File: src/rtl/lcd_cmd_pkg.sv
// Shared definitions for the LCD SPI receiver: controller opcodes,
// command-FSM states and the CASET/RASET parameter byte count.
package lcd_cmd_pkg;

  localparam logic [7:0] CMD_SWRESET = 8'h01;
  localparam logic [7:0] CMD_CASET   = 8'h2A;
  localparam logic [7:0] CMD_RASET   = 8'h2B;
  localparam logic [7:0] CMD_RAMWR   = 8'h2C;

  localparam int PARAM_BYTES = 4;

  typedef enum logic [2:0] {
    IDLE,
    CASET_P,
    RASET_P,
    RAMWR_HI,
    RAMWR_LO,
    SKIP
  } rx_state_t;

endpackage

File: src/rtl/lcd_spi_byte_rx.sv
// Oversampling SPI mode-0 byte receiver: synchronises the LCD link into
// the system clock domain and assembles MSB-first bytes tagged with dc.
module lcd_spi_byte_rx (
  input  logic       clk,
  input  logic       rst,
  input  logic       lcd_cs,
  input  logic       lcd_sclk,
  input  logic       lcd_mosi,
  input  logic       lcd_dc,
  input  logic       lcd_rst,
  output logic       byte_valid,
  output logic [7:0] byte_data,
  output logic       byte_dc,
  output logic       hw_rst
);

  logic [1:0] cs_sync;
  logic [1:0] sclk_sync;
  logic [1:0] mosi_sync;
  logic [1:0] dc_sync;
  logic [1:0] rst_sync;
  logic       sclk_d;
  logic [6:0] shift;
  logic [2:0] bit_cnt;
  logic       sclk_rise;

  assign sclk_rise = sclk_sync[1] & ~sclk_d;
  assign hw_rst    = ~rst_sync[1];

  // Synchronisers keep running through a panel reset so its release is seen.
  always_ff @(posedge clk) begin
    if (rst) begin
      cs_sync    <= 2'b11;
      sclk_sync  <= 2'b00;
      mosi_sync  <= 2'b00;
      dc_sync    <= 2'b00;
      rst_sync   <= 2'b11;
      sclk_d     <= 1'b0;
      shift      <= '0;
      bit_cnt    <= '0;
      byte_valid <= 1'b0;
      byte_data  <= '0;
      byte_dc    <= 1'b0;
    end else begin
      cs_sync    <= {cs_sync[0], lcd_cs};
      sclk_sync  <= {sclk_sync[0], lcd_sclk};
      mosi_sync  <= {mosi_sync[0], lcd_mosi};
      dc_sync    <= {dc_sync[0], lcd_dc};
      rst_sync   <= {rst_sync[0], lcd_rst};
      sclk_d     <= sclk_sync[1];
      byte_valid <= 1'b0;
      if (hw_rst) begin
        shift     <= '0;
        bit_cnt   <= '0;
        byte_data <= '0;
        byte_dc   <= 1'b0;
      end else if (cs_sync[1]) begin
        shift   <= '0;
        bit_cnt <= '0;
      end else if (sclk_rise) begin
        shift   <= {shift[5:0], mosi_sync[1]};
        bit_cnt <= bit_cnt + 3'd1;
        if (bit_cnt == 3'd7) begin
          byte_valid <= 1'b1;
          byte_data  <= {shift, mosi_sync[1]};
          byte_dc    <= dc_sync[1];
        end
      end
    end
  end

endmodule

File: src/rtl/lcd_spi_rx.sv
// LCD SPI receive-side decoder: interprets CASET/RASET/RAMWR and emits
// RGB565 pixels with their window coordinates.
module lcd_spi_rx
  import lcd_cmd_pkg::*;
#(
  parameter int H_RES = 240,
  parameter int V_RES = 240,
  parameter int CW    = 9
) (
  input  logic          sys_clk,
  input  logic          sys_rst,
  input  logic          lcd_cs,
  input  logic          lcd_sclk,
  input  logic          lcd_mosi,
  input  logic          lcd_dc,
  input  logic          lcd_rst,
  output logic          byte_valid,
  output logic [7:0]    byte_data,
  output logic          byte_dc,
  output logic          pix_valid,
  output logic [15:0]   pix_data,
  output logic [CW-1:0] pix_x,
  output logic [CW-1:0] pix_y,
  output logic          frame_done,
  output logic          win_err
);

  localparam logic [15:0] H_LIM = 16'(H_RES);
  localparam logic [15:0] V_LIM = 16'(V_RES);

  logic       rx_valid;
  logic [7:0] rx_data;
  logic       rx_dc;
  logic       hw_rst;

  lcd_spi_byte_rx u_byte_rx (
    .clk        (sys_clk),
    .rst        (sys_rst),
    .lcd_cs     (lcd_cs),
    .lcd_sclk   (lcd_sclk),
    .lcd_mosi   (lcd_mosi),
    .lcd_dc     (lcd_dc),
    .lcd_rst    (lcd_rst),
    .byte_valid (rx_valid),
    .byte_data  (rx_data),
    .byte_dc    (rx_dc),
    .hw_rst     (hw_rst)
  );

  rx_state_t     state, state_n;
  logic [1:0]    pcnt, pcnt_n;
  logic [7:0]    prm0, prm0_n, prm1, prm1_n, prm2, prm2_n;
  logic [CW-1:0] xs, xs_n, xe, xe_n, ys, ys_n, ye, ye_n;
  logic [CW-1:0] cx, cx_n, cy, cy_n;
  logic [7:0]    hi, hi_n;
  logic          pv_q, pv_n, fd_q, fd_n, we_q, we_n;
  logic [15:0]   pd_q, pd_n;
  logic [CW-1:0] px_q, px_n, py_q, py_n;
  logic [15:0]   start_w, end_w, lim_w;

  // Pulses are masked while sys_rst is high so nothing escapes in the reset cycle.
  assign byte_valid = rx_valid & ~sys_rst;
  assign byte_data  = rx_data;
  assign byte_dc    = rx_dc;
  assign pix_valid  = pv_q & ~sys_rst;
  assign frame_done = fd_q & ~sys_rst;
  assign win_err    = we_q & ~sys_rst;
  assign pix_data   = pd_q;
  assign pix_x      = px_q;
  assign pix_y      = py_q;

  always_ff @(posedge sys_clk) begin
    if (sys_rst || hw_rst) begin
      state <= IDLE;
      pcnt  <= '0;
      prm0  <= '0;
      prm1  <= '0;
      prm2  <= '0;
      xs    <= '0;
      xe    <= CW'(H_RES - 1);
      ys    <= '0;
      ye    <= CW'(V_RES - 1);
      cx    <= '0;
      cy    <= '0;
      hi    <= '0;
      pv_q  <= 1'b0;
      fd_q  <= 1'b0;
      we_q  <= 1'b0;
      pd_q  <= '0;
      px_q  <= '0;
      py_q  <= '0;
    end else begin
      state <= state_n;
      pcnt  <= pcnt_n;
      prm0  <= prm0_n;
      prm1  <= prm1_n;
      prm2  <= prm2_n;
      xs    <= xs_n;
      xe    <= xe_n;
      ys    <= ys_n;
      ye    <= ye_n;
      cx    <= cx_n;
      cy    <= cy_n;
      hi    <= hi_n;
      pv_q  <= pv_n;
      fd_q  <= fd_n;
      we_q  <= we_n;
      pd_q  <= pd_n;
      px_q  <= px_n;
      py_q  <= py_n;
    end
  end

  assign start_w = {prm0, prm1};
  assign end_w   = {prm2, rx_data};
  assign lim_w   = (state == CASET_P) ? H_LIM : V_LIM;

  always_comb begin
    state_n = state;
    pcnt_n  = pcnt;
    prm0_n  = prm0;
    prm1_n  = prm1;
    prm2_n  = prm2;
    xs_n    = xs;
    xe_n    = xe;
    ys_n    = ys;
    ye_n    = ye;
    cx_n    = cx;
    cy_n    = cy;
    hi_n    = hi;
    pv_n    = 1'b0;
    fd_n    = 1'b0;
    we_n    = 1'b0;
    pd_n    = pd_q;
    px_n    = px_q;
    py_n    = py_q;

    if (rx_valid) begin
      if (!rx_dc) begin
        pcnt_n = '0;
        case (rx_data)
          CMD_CASET: state_n = CASET_P;
          CMD_RASET: state_n = RASET_P;
          CMD_RAMWR: begin
            state_n = RAMWR_HI;
            cx_n    = xs;
            cy_n    = ys;
          end
          default:   state_n = SKIP;
        endcase
      end else begin
        case (state)
          CASET_P, RASET_P: begin
            if (pcnt != 2'(PARAM_BYTES - 1)) begin
              case (pcnt)
                2'd0:    prm0_n = rx_data;
                2'd1:    prm1_n = rx_data;
                default: prm2_n = rx_data;
              endcase
              pcnt_n = pcnt + 2'd1;
            end else begin
              state_n = IDLE;
              pcnt_n  = '0;
              // Range check on full 16-bit values; truncate only once accepted.
              if (start_w <= end_w && end_w < lim_w) begin
                if (state == CASET_P) begin
                  xs_n = CW'(start_w);
                  xe_n = CW'(end_w);
                end else begin
                  ys_n = CW'(start_w);
                  ye_n = CW'(end_w);
                end
              end else begin
                we_n = 1'b1;
              end
            end
          end
          RAMWR_HI: begin
            hi_n    = rx_data;
            state_n = RAMWR_LO;
          end
          RAMWR_LO: begin
            pv_n    = 1'b1;
            pd_n    = {hi, rx_data};
            px_n    = cx;
            py_n    = cy;
            state_n = RAMWR_HI;
            if (cx == xe) begin
              cx_n = xs;
              if (cy == ye) begin
                cy_n = ys;
                fd_n = 1'b1;
              end else begin
                cy_n = cy + CW'(1);
              end
            end else begin
              cx_n = cx + CW'(1);
            end
          end
          default: ;
        endcase
      end
    end
  end

endmodule

File: config.mk
export PLATFORM = sky130hd
export DESIGN_NAME = lcd_spi_rx
export DESIGN_NICKNAME = d
export VERILOG_FILES = /design/src/rtl/lcd_cmd_pkg.sv /design/src/rtl/lcd_spi_byte_rx.sv /design/src/rtl/lcd_spi_rx.sv
export SDC_FILE = /design/constraint.sdc
export NUM_CORES = 1
export LEC_CHECK = 0
export CORE_MARGIN = 8
export CORE_UTILIZATION = 30
export CTS_BUF_LIST = sky130_fd_sc_hd__clkbuf_4
export DETAILED_ROUTE_END_ITERATION = 8
export PLACE_DENSITY = 0.54
export SYNTH_ARGS = -nofsm -noshare
export SYNTH_HDL_FRONTEND = slang
export SYNTH_SLANG_ARGS = --single-unit
File: constraint.sdc
create_clock -name sys_clk -period 2.25 [get_ports sys_clk]
set_input_delay 0.225 -clock sys_clk [delete_from_list [all_inputs] [get_ports sys_clk]]
set_output_delay 0.225 -clock sys_clk [all_outputs]
set_load 0.01 [all_outputs]
==> flow_summary_export.csv <==
group,metric,value,unit
run_status,status,"finished, final reports clean",
pwr,p_clk_share,34.0,%
floorplanning,io_pins,54,
routing,wl_per_cell,15.80,um
global_routing,grt_overflow_total,0,
cells_and_area,fin_cells,1244,
global_routing,grt.met1_usage,18.12,%
worst_setup_path,critPathLaunchType,"register",
global_routing,grt_pass1_vias,5631,
synth,synth_warnings,0,
floorplanning,fp.coreArea,23330,um2
routing,final_antenna_net_count,0,
routing,drc,0,
worst_setup_path,regToRegEndpoint,"xs[1]",
timing,max_freq,447.4,MHz
worst_setup_path,r2r_start,"u_byte_rx.byte_data[7]",
cells_and_area,drive_above_1_share,14.49,%
routing,drt_iter0_drc,365,
pwr,ir_worst_vdd,352.1,uV
routing,route.vias.total,5918,
hold_path,holdPathEnd,"u_byte_rx.dc_sync[0]",
pwr,swShare,23.62,%
cells_and_area,fin_util,37.01,%
pwr,pwr-share-seq,63.2,%
placement,dp_cells,1210,
global_routing,grt_pass1_wl,31020,um
pwr,power_leakage,3.065,nW
routing,dr.pass1.iters,5,
floorplanning,start_util,30.29,%
pwr,power_density,517.8,nW/um2
placement,gp_congestion,0.8069,
worst_setup_path,cp-end-kind,"register",
clock_network,cts.path.max_buffers,2,
worst_setup_path,slowest_delay,0.34,ns
clock_network,htreeDepth,4,
global_routing,use_met2,21.89,%
worst_setup_path,critPathSlowestCell,"dfxtp_2",
placement,pre_cts_slack,-0.03319,ns
job,maxCapViolCount,0,
cells_and_area,diodes,0,
timing,slew_headroom,61.15,%
global_routing,grt.busiest_layer,"met2",
pwr,p_int,3.415,mW
clock_network,worstSkewPairLatency,0.55,ns
synth,ys_ff_latch,159,
timing,fin_crit_sh,99.34,%
placement,dp_hpwl,13830,um
cells_and_area,final_nets,947,
timing,drv_slew,0,
synth,yosysSeqAreaShare,45.04,%
pwr,p_comb_share,2.8,%
timing,timing.final.crit_period,2.235,ns
synth,synthArstFlopShare,0,%
global_routing,grt_max_degree,50,
clock_network,ctsHoldBuffers,0,
pwr,p_sw,1.056,mW
synth,syn_area_per_cell,8.463,um2
floorplanning,die_h,169.5,um
floorplanning,die_area,28720,um2
hold_path,min_from,"lcd_dc",
synth,yosys.cell_types.count,54,
worst_setup_path,arrival,2.72,ns
clock_network,clockRootBuffer,"clkbuf_4",
clock_network,clk_pin_slew,0.12,ns
synth,netlist_instances,835,
cells_and_area,area_delta_synth_final,22.20,%
synth,synth_top_flop_cell,"dfxtp_1",
worst_setup_path,critPathMaxFanout,9,
worst_setup_path,path_cells,"inv_1 -> ha_4 -> nand4_1 -> nor4_2 -> buf_4 -> inv_2 -> nor3_4 -> a32o_2 -> clkbuf_16 -> mux2i_1",
clock_network,cts_buffers,17,
worst_setup_path,path_class,"register to register",
floorplanning,die-width,169.5,um
timing,rsz0062_at_grt,"yes",
timing,fin_worst_skew,0.01973,ns
synth,synthesis.nets,866,
hold_path,min_path_type,"primary input to register",
worst_setup_path,reg2reg_slack,0.01,ns
timing,tightest_slew,0.5802,ns
routing,avgViaCountPerCell,4.757,
global_routing,grt.total_usage,13.74,%
placement,io_buffers,53,
global_routing,grtUsageMet3,3.257,%
clock_network,tritoncts,"built",
floorplanning,rows,56,
timing,setup_viol,0,
global_routing,antenna_found_initial,1,
synth,synth_edf_count,0,
worst_setup_path,worstPathRequired,2.73,ns
timing,setup_ws,0.01490,ns
routing,wl,19660,um
worst_setup_path,worstRegToRegCells,10,
clock_network,cts_num_sinks,159,
timing,hold_viol_final,0,
hold_path,whs_path_depth,2,
synth,netlist_area,7067,um2
[cells in the mapped netlist, drive strengths merged, types with 2 or more instances]
cell type | n | area, um2
nor2 | 66 | 250.2
a2bb2oi | 2 | 17.52
nand2 | 168 | 638.1
a211oi | 5 | 37.54
nand3 | 33 | 165.2
nand4 | 9 | 62.56
a31o | 2 | 17.52
nor4 | 5 | 37.53
xnor2 | 19 | 166.4
and2 | 2 | 12.51
clkbuf | 31 | 116.4
inv | 21 | 78.83
and3 | 9 | 57.56
nand3b | 2 | 15.01
nand2b | 6 | 37.54
dfxtp | 159 | 3183
nor3 | 13 | 75.07
buf | 25 | 171.4
or2 | 4 | 25.02
a32o | 2 | 20.02
a31oi | 3 | 18.77
a21oi | 94 | 470.5
nor3b | 9 | 77.57
ha | 24 | 300.3
a32oi | 2 | 17.52
o211ai | 5 | 37.54
a21boi | 2 | 15.01
o21ai | 26 | 130.1
o31ai | 3 | 46.29
nor4b | 2 | 17.52
nor2b | 16 | 100.1
mux2i | 57 | 570.6
[cells by family after synthesis]
| logic type | Yosys count | share of synthesized area [%] |
|---|---|---|
| flops | 159 | 45.04 |
| simple gates | 345 | 22.36 |
| fa+ha+maj | 25 | 4.391 |
| xor+xnor | 20 | 2.479 |
| compound gates | 152 | 12.46 |
| mux | 57 | 8.074 |
| buf+inv | 77 | 5.188 |
[placed cells by master, fill, tap and decap left out, types with 7 or more instances in the layout]
| master | n |
|---|---|
| mux2i_1 | 57 |
| o21ai_0 | 25 |
| xnor2_1 | 19 |
| a21oi_1 | 94 |
| dfxtp_2 | 7 |
| and3_1 | 8 |
| clkdlybuf4s50_1 | 53 |
| ha_1 | 21 |
| inv_1 | 18 |
| dfxtp_1 | 152 |
| nor3b_1 | 7 |
| clkbuf_4 | 20 |
| nand4_1 | 8 |
| buf_4 | 57 |
| nor3_1 | 9 |
| nand2_1 | 166 |
| nor2b_1 | 15 |
| nand3_1 | 33 |
| nor2_1 | 64 |
[layout make-up]
cell class,instances,area [um2]
inverters,21,78.83
repair buffers,118,1120
flip-flops and latches,159,3192
fillers,2428,14700
clock buffers,20,150.1
well taps,319,399.1
clock inverters,8,71.32
multi-input cells,599,3625
[state kept, by name, summed over array words and instances (netlist names), 9 cells and up]
name	flops
xe	9
cx	9
ys	9
xs	9
cy	9
pix_y	9
ye	9
pix_data	16
pix_x	9
[layer usage]
| metal | vias up | wire [um] |
|---|---|---|
| li1 | 2990 | - |
| met1 | 2779 | 9440 |
| met2 | 124 | 8845 |
| met3 | 23 | 1068 |
| met4 | 2 | 293 |
| met5 | - | 10 |
[worst max-delay path by stage]
stage / start / end / cells past startpoint
final: u_byte_rx.byte_data[7] / xs[1] / 10
after global routing: prm2[3] / xs[7] / 10
after CTS: prm2[5] / xs[2] / 10
after detailed placement: prm2[5] / ys[1] / 9
after global placement: prm2[5] / ys[1] / 9
after floorplan: u_byte_rx.byte_data[7] / xe[3] / 11
[critical path, delay by kind of cell (launching register included)]
kind | cells | cell delay, ns
compound gates | 1 | 0.30
buf+inv | 4 | 0.47
fa+ha+maj | 1 | 0.27
simple gates | 3 | 0.62
flops | 1 | 0.34
mux | 1 | 0.18
[timing repair]
item,CTS,global route
endpoints found under the setup margin,32,39
setup buffers,0,4
resized for setup,3,19
cloned,0,2
pin swaps,2,0
[metrics by stage]
stage / TNS [ns] / total power [mW] / instance area, um2 / hold WS [ns]
floorplan: 0 / 2.956 / 7067 / 0.2966
global placement: 0 / 3.016 / 8239 / 0.3939
detailed placement: -0.2695 / 3.014 / 8239 / 0.3953
CTS: 0 / 4.533 / 8479 / 0.1762
global route: -1.263 / 4.659 / 8636 / 0.1849
finish: 0 / 4.472 / 8636 / 0.2178
[power by group through the flow]
stage / Sequential [mW] / Combinational, mW / Clock (mW)
6_report: 2.83 / 0.124 / 1.52
5_1_grt: 2.83 / 0.135 / 1.70
4_1_cts: 2.83 / 0.126 / 1.58
3_5_place_dp: 2.89 / 0.125 / 0
3_3_place_gp: 2.89 / 0.127 / 0
2_1_floorplan: 2.89 / 0.0676 / 0
(Power assumes the default switching activity.)
